===== config.mk =====
export PLATFORM = sky130hd
export DESIGN_NAME = math_bin2bcd_17bit
export DESIGN_NICKNAME = d
export VERILOG_FILES = /design/src/rtl/math_pkg.sv /design/src/rtl/math_bcd_digit_adj.sv /design/src/rtl/math_bin2bcd_17bit.sv
export SDC_FILE = /design/constraint.sdc
export NUM_CORES = 1
export LEC_CHECK = 0
export BUFFER_PORTS_ARGS = -buffer_cell sky130_fd_sc_hd__buf_2
export CAP_MARGIN = 20
export CORE_UTILIZATION = 40
export CTS_BUF_LIST = sky130_fd_sc_hd__clkbuf_4 sky130_fd_sc_hd__clkbuf_8
export CTS_CLUSTER_DIAMETER = 50
export CTS_CLUSTER_SIZE = 25
export DETAILED_ROUTE_END_ITERATION = 10
export GPL_ROUTABILITY_DRIVEN = 0
export HOLD_SLACK_MARGIN = 0.08
export PLACE_DENSITY = 0.67
export SLEW_MARGIN = 20
export SYNTH_ARGS = -nofsm -noshare
export SYNTH_HDL_FRONTEND = slang
export SYNTH_SLANG_ARGS = --single-unit

===== constraint.sdc =====
create_clock -name clk -period 2.1 [get_ports clk]
set_input_delay 0.21 -clock clk [delete_from_list [all_inputs] [get_ports clk]]
set_output_delay 0.21 -clock clk [all_outputs]
set_load 0.1 [all_outputs]

===== src/rtl/math_pkg.sv =====
// math_pkg
// Shared constants and types for the binary-to-BCD converter.
//   BCD_W      : binary input width (17-bit adder sum)
//   BCD_DIGITS : number of BCD digits produced
//   bcd_state_e: converter FSM states
//   pow10()    : elaboration-time helper for the digit-count sanity check
package math_pkg;

  localparam int BCD_W      = 17;
  localparam int BCD_DIGITS = 6;

  typedef enum logic [1:0] {
    IDLE  = 2'd0,
    SHIFT = 2'd1,
    DONE  = 2'd2
  } bcd_state_e;

  function automatic logic [63:0] pow10(input int n);
    logic [63:0] p;
    p = 64'd1;
    for (int i = 0; i < n; i++) p = p * 64'd10;
    return p;
  endfunction

endpackage


===== src/rtl/math_bcd_digit_adj.sv =====
// math_bcd_digit_adj
// Double-dabble digit correction: adds 3 to a BCD digit that is 5 or more,
// so that the following left shift carries correctly into the next digit.
//   digit_i : 4-bit scratch digit before the shift
//   digit_o : corrected digit
module math_bcd_digit_adj (
  input  logic [3:0] digit_i,
  output logic [3:0] digit_o
);

  always_comb begin
    digit_o = digit_i;
    if (digit_i >= 4'd5) digit_o = digit_i + 4'd3;
  end

endmodule


===== src/rtl/math_bin2bcd_17bit.sv =====
// math_bin2bcd_17bit
// Sequential double-dabble binary-to-BCD converter, one adjust-then-shift
// step per clock.
//   clk      : clock, rising edge
//   rst_n    : synchronous active-low reset
//   start    : conversion request, sampled only in IDLE
//   bin      : unsigned binary value, captured with start
//   busy     : conversion in progress (SHIFT or DONE)
//   done     : one-cycle pulse while bcd holds a fresh result
//   bcd      : packed BCD result, digit 0 in bcd[3:0]
//   digit_en : per-digit display enable
// Build option: MATH_BCD_LZB_EN enables leading-zero blanking on digit_en;
// otherwise digit_en is constant all ones.
//
// state | meaning
// IDLE  | waiting for start
// SHIFT | W adjust-then-shift steps, count runs W..1
// DONE  | result visible on bcd, done asserted, back to IDLE
module math_bin2bcd_17bit
  import math_pkg::*;
#(
  parameter int W = BCD_W,
  parameter int D = BCD_DIGITS
) (
  input  logic           clk,
  input  logic           rst_n,
  input  logic           start,
  input  logic [W-1:0]   bin,
  output logic           busy,
  output logic           done,
  output logic [4*D-1:0] bcd,
  output logic [D-1:0]   digit_en
);

  localparam int CW = $clog2(W + 1);

  if (pow10(D) <= ((64'd1 << W) - 64'd1)) begin : g_bad_digits
    $error("math_bin2bcd_17bit: D digits cannot hold 2^W-1");
  end

  bcd_state_e     state_q, state_d;
  logic [CW-1:0]  cnt_q, cnt_d;
  logic [W-1:0]   bin_q, bin_d;
  logic [4*D-1:0] dig_q, dig_d;
  logic [4*D-1:0] bcd_q, bcd_d;
  logic [4*D-1:0] dig_adj;
  logic [4*D+W-1:0] shifted;

  for (genvar g = 0; g < D; g++) begin : g_adj
    math_bcd_digit_adj u_adj (
      .digit_i (dig_q[4*g +: 4]),
      .digit_o (dig_adj[4*g +: 4])
    );
  end

  assign shifted = {dig_adj, bin_q} << 1;

  always_comb begin
    state_d = state_q;
    cnt_d   = cnt_q;
    bin_d   = bin_q;
    dig_d   = dig_q;
    bcd_d   = bcd_q;
    case (state_q)
      IDLE: begin
        if (start) begin
          bin_d   = bin;
          dig_d   = '0;
          cnt_d   = CW'(W);
          state_d = SHIFT;
        end
      end
      SHIFT: begin
        dig_d = shifted[4*D+W-1:W];
        bin_d = shifted[W-1:0];
        cnt_d = cnt_q - 1'b1;
        if (cnt_q == CW'(1)) begin
          // Result is loaded on the edge entering DONE so that bcd already
          // holds it during the done cycle.
          bcd_d   = shifted[4*D+W-1:W];
          state_d = DONE;
        end
      end
      DONE:    state_d = IDLE;
      default: state_d = IDLE;
    endcase
  end

  always_ff @(posedge clk) begin
    if (!rst_n) begin
      state_q <= IDLE;
      cnt_q   <= '0;
      bin_q   <= '0;
      dig_q   <= '0;
      bcd_q   <= '0;
    end else begin
      state_q <= state_d;
      cnt_q   <= cnt_d;
      bin_q   <= bin_d;
      dig_q   <= dig_d;
      bcd_q   <= bcd_d;
    end
  end

  assign busy = (state_q != IDLE);
  assign done = (state_q == DONE);
  assign bcd  = bcd_q;

`ifdef MATH_BCD_LZB_EN
  logic [D-1:0] en_q, en_d;

  // A digit is shown if it or any more significant digit is nonzero;
  // the units digit is always shown.
  always_comb begin
    en_d = en_q;
    if (state_q == SHIFT && state_d == DONE) begin
      en_d[D-1] = (bcd_d[4*(D-1) +: 4] != 4'd0);
      for (int i = D - 2; i >= 0; i--)
        en_d[i] = en_d[i+1] | (bcd_d[4*i +: 4] != 4'd0);
      en_d[0] = 1'b1;
    end
  end

  always_ff @(posedge clk) begin
    if (!rst_n) en_q <= D'(1);
    else        en_q <= en_d;
  end

  assign digit_en = en_q;
`else
  assign digit_en = '1;
`endif

endmodule


==> impl_results.md <==
- Cts hold-fix bufs: 0
- Register area share after synthesis: 0.423
- DR vias: 2722
- CTS tree: built
- Number of clock sinks: 72
- I/O Buffers: 45
- Cells on worst reg2reg path: 6
- Count of cell types in the netlist: 37
- Final setup violation count: 0
- Max-slew violation count: 0
- WL/cell: 13.7 um
- Placed Instances: 506
- Reg clk slew, reported paths: 0.07 ns
- Max Cap Viol: 0
- Kind of start point of the critical path: flip-flop
- Worst EP required: 2.34 ns
- R2R Path End: bcd[23]
- Worst Skew: 0.00912 ns
- First-pass GRT wire length: 11.9 mm
- Met3 track demand over resource: 0.0639
- H-tree depth: 3
- Worst EP arrival: 2.08 ns
- Max_slew headroom: 0.659
- Final period util: 0.879
- Pin count of the biggest net entering global routing: 36
- Setup bufs post-CTS: 0
- Initial antenna violation count: 0
- CP Capture Type: flip-flop
- Syn Inst Count: 371
- Power per cell area: 804 nW/um^2
- Area share of the largest cell type after synthesis: 0.423
- Asr flop ratio synth: 0
- Post-synth top cells: 72 x dfxtp_1, 39 x a21oi_1, 36 x nand2_1
- Drt total wl: 7.14 mm
- Worst-path maximum fanout: 10
- Min-Delay Path Depth: 3
- Layout cells sized above 1: 0.252
- Worst slew pin tran: 0.511 ns
- TritonCTS Buffers: 9
- Worst hold path type: in -> reg
- Hold slack final: 0.160 ns
- Peak supply drop: 0.495 mV
- DRC marker count from the first detailed-route iteration: 78
- Drt drc: 0
- Detail Route Antenna Nets: 0
- Detail Placement HPWL: 4.77 mm
- Clock latency on the worst-skew pair: 0.34 ns
- Critical Path Source: cnt_q[0]
- Count of final hold-check violations: 0
- Outcome: finished clean
- Die height: 94.3 um
- Synthesis warning total: 0
- Worst reg2reg setup slack: 0.25 ns
- Core area: 8220 um^2
- Vias in the first global route: 2567
- RSZ-0062 raised after global routing: no
- Total track usage: 0.172
- Vias per cell: 5.21
- Root Buffer: clkbuf_8
- #FFs+latches synth: 72
- Post-CTS Resized: 0
- Setup TNS: 0 ns
- Initial Utilization: 0.414
- Netlist Area Pre-Place: 3400 um^2
- Final Instance Count excl. Fillers: 522
- Leak: 1.62 nW
- # rows: 33
- Diode count: 0
- Setup CP Type: reg -> reg
- DIE AREA: 8880 um^2
- Final instance area: 3920 um^2
- Crit path capture: bcd[23]
- Area contributors post-synth: dfxtp_1 42%, a21oi_1 5.7%, ha_1 5.1%
- Total power: 3.15 mW
- RR Startpoint: cnt_q[0]
- Gr busiest metal: met2
- Clock Path Buffers: 2
- M1 GR Usage: 0.211
- Final Critical Period: 1.85 ns
- I/O pins: 52
- Achievable frequency: 0.542 GHz
- Instance area after placement: 3700 um^2
- Post-layout nets: 446
- Ys flop type: dfxtp_1
- Post-synth EDFFs: 0
- Die W: 94.3 um
- Met2 usage: 0.277
- GRT overflow: 0
- Syn avg cell area: 9.18 um^2
- First-pass DRT Iterations: 4
- Area Growth Syn to Fin: 15.2%
- Post-synth top area cell: dfxtp_1
- Count leader, synth: dfxtp_1
how the worst min path moves through the flow:
stage,startpoint,to
final,bin[0],bin_q[0]
after global routing,bin[0],bin_q[0]
after CTS,bin[0],bin_q[0]
after detailed placement,bcd[17],bcd[17]
after global placement,bin_q[10],bin_q[10]
after floorplan,bin[0],bin_q[0]
state kept, by name, summed over array words and instances, names as in the netlist:
name / cells
bcd: 24
cnt_q: 5
state_q: 2
dig_q: 24
bin_q: 17
area by class of cell:
type	count	area, um^2
fillers	814	4290
multi-input cells	258	1740
flip-flops and latches	72	1440
repair buffers	55	328
well taps	105	131
clock buffers	9	124
clock inverters	7	95.1
inverters	16	60.1
worst max-delay path, cell delays in order (launching register included):
cell	delay, ns
dfxtp_1	0.39
ha_1	0.16
nor4b_2	0.24
and2_1	0.49
buf_4	0.27
nand2_1	0.06
o211a_1	0.12
power breakdown:
| group | switching (mW) | leakage [nW] | internal, mW |
|---|---|---|---|
| clock network | 0.520 | 0.110 | 0.670 |
| logic | 0.344 | 0.921 | 0.156 |
| registers | 0.0389 | 0.586 | 1.43 |
routing by layer:
layer,wire length (um),share of wire
met1,3340,0.47
met2,3240,0.45
met3,432,0.061
met4,123,0.017
met5,0,0
cell usage in the layout (no fill, tap or decap), types with 3 or more instances in the layout:
| master | count |
|---|---|
| a21oi_1 | 39 |
| a32o_1 | 7 |
| and2_1 | 3 |
| buf_2 | 44 |
| buf_4 | 9 |
| clkbuf_8 | 9 |
| conb_1 | 6 |
| dfxtp_1 | 72 |
| ha_1 | 14 |
| inv_1 | 16 |
| mux2_2 | 7 |
| nand2_1 | 36 |
| nand2b_1 | 9 |
| nor2_1 | 20 |
| nor2b_1 | 16 |
| nor3b_1 | 11 |
| o211a_1 | 6 |
| o21ai_0 | 21 |
| o221a_2 | 12 |
| o22ai_1 | 15 |
| o22ai_2 | 9 |
| o31ai_1 | 7 |
| xnor2_1 | 6 |
metrics by stage:
stage	setup WS (ns)	util
after global placement	0.372	0.451
after global routing	0.100	0.477
after detailed placement	0.313	0.451
after floorplan	0.271	-
final	0.254	0.477
after CTS	0.275	0.477
kinds of logic after synthesis:
family	synth area share
compound gates	0.259
simple gates	0.153
flops	0.423
buf+inv	0.0709
fa+ha+maj	0.0515
mux	0.0261
xor+xnor	0.0154
other cells	0.00110
(Power assumes the default switching activity.)
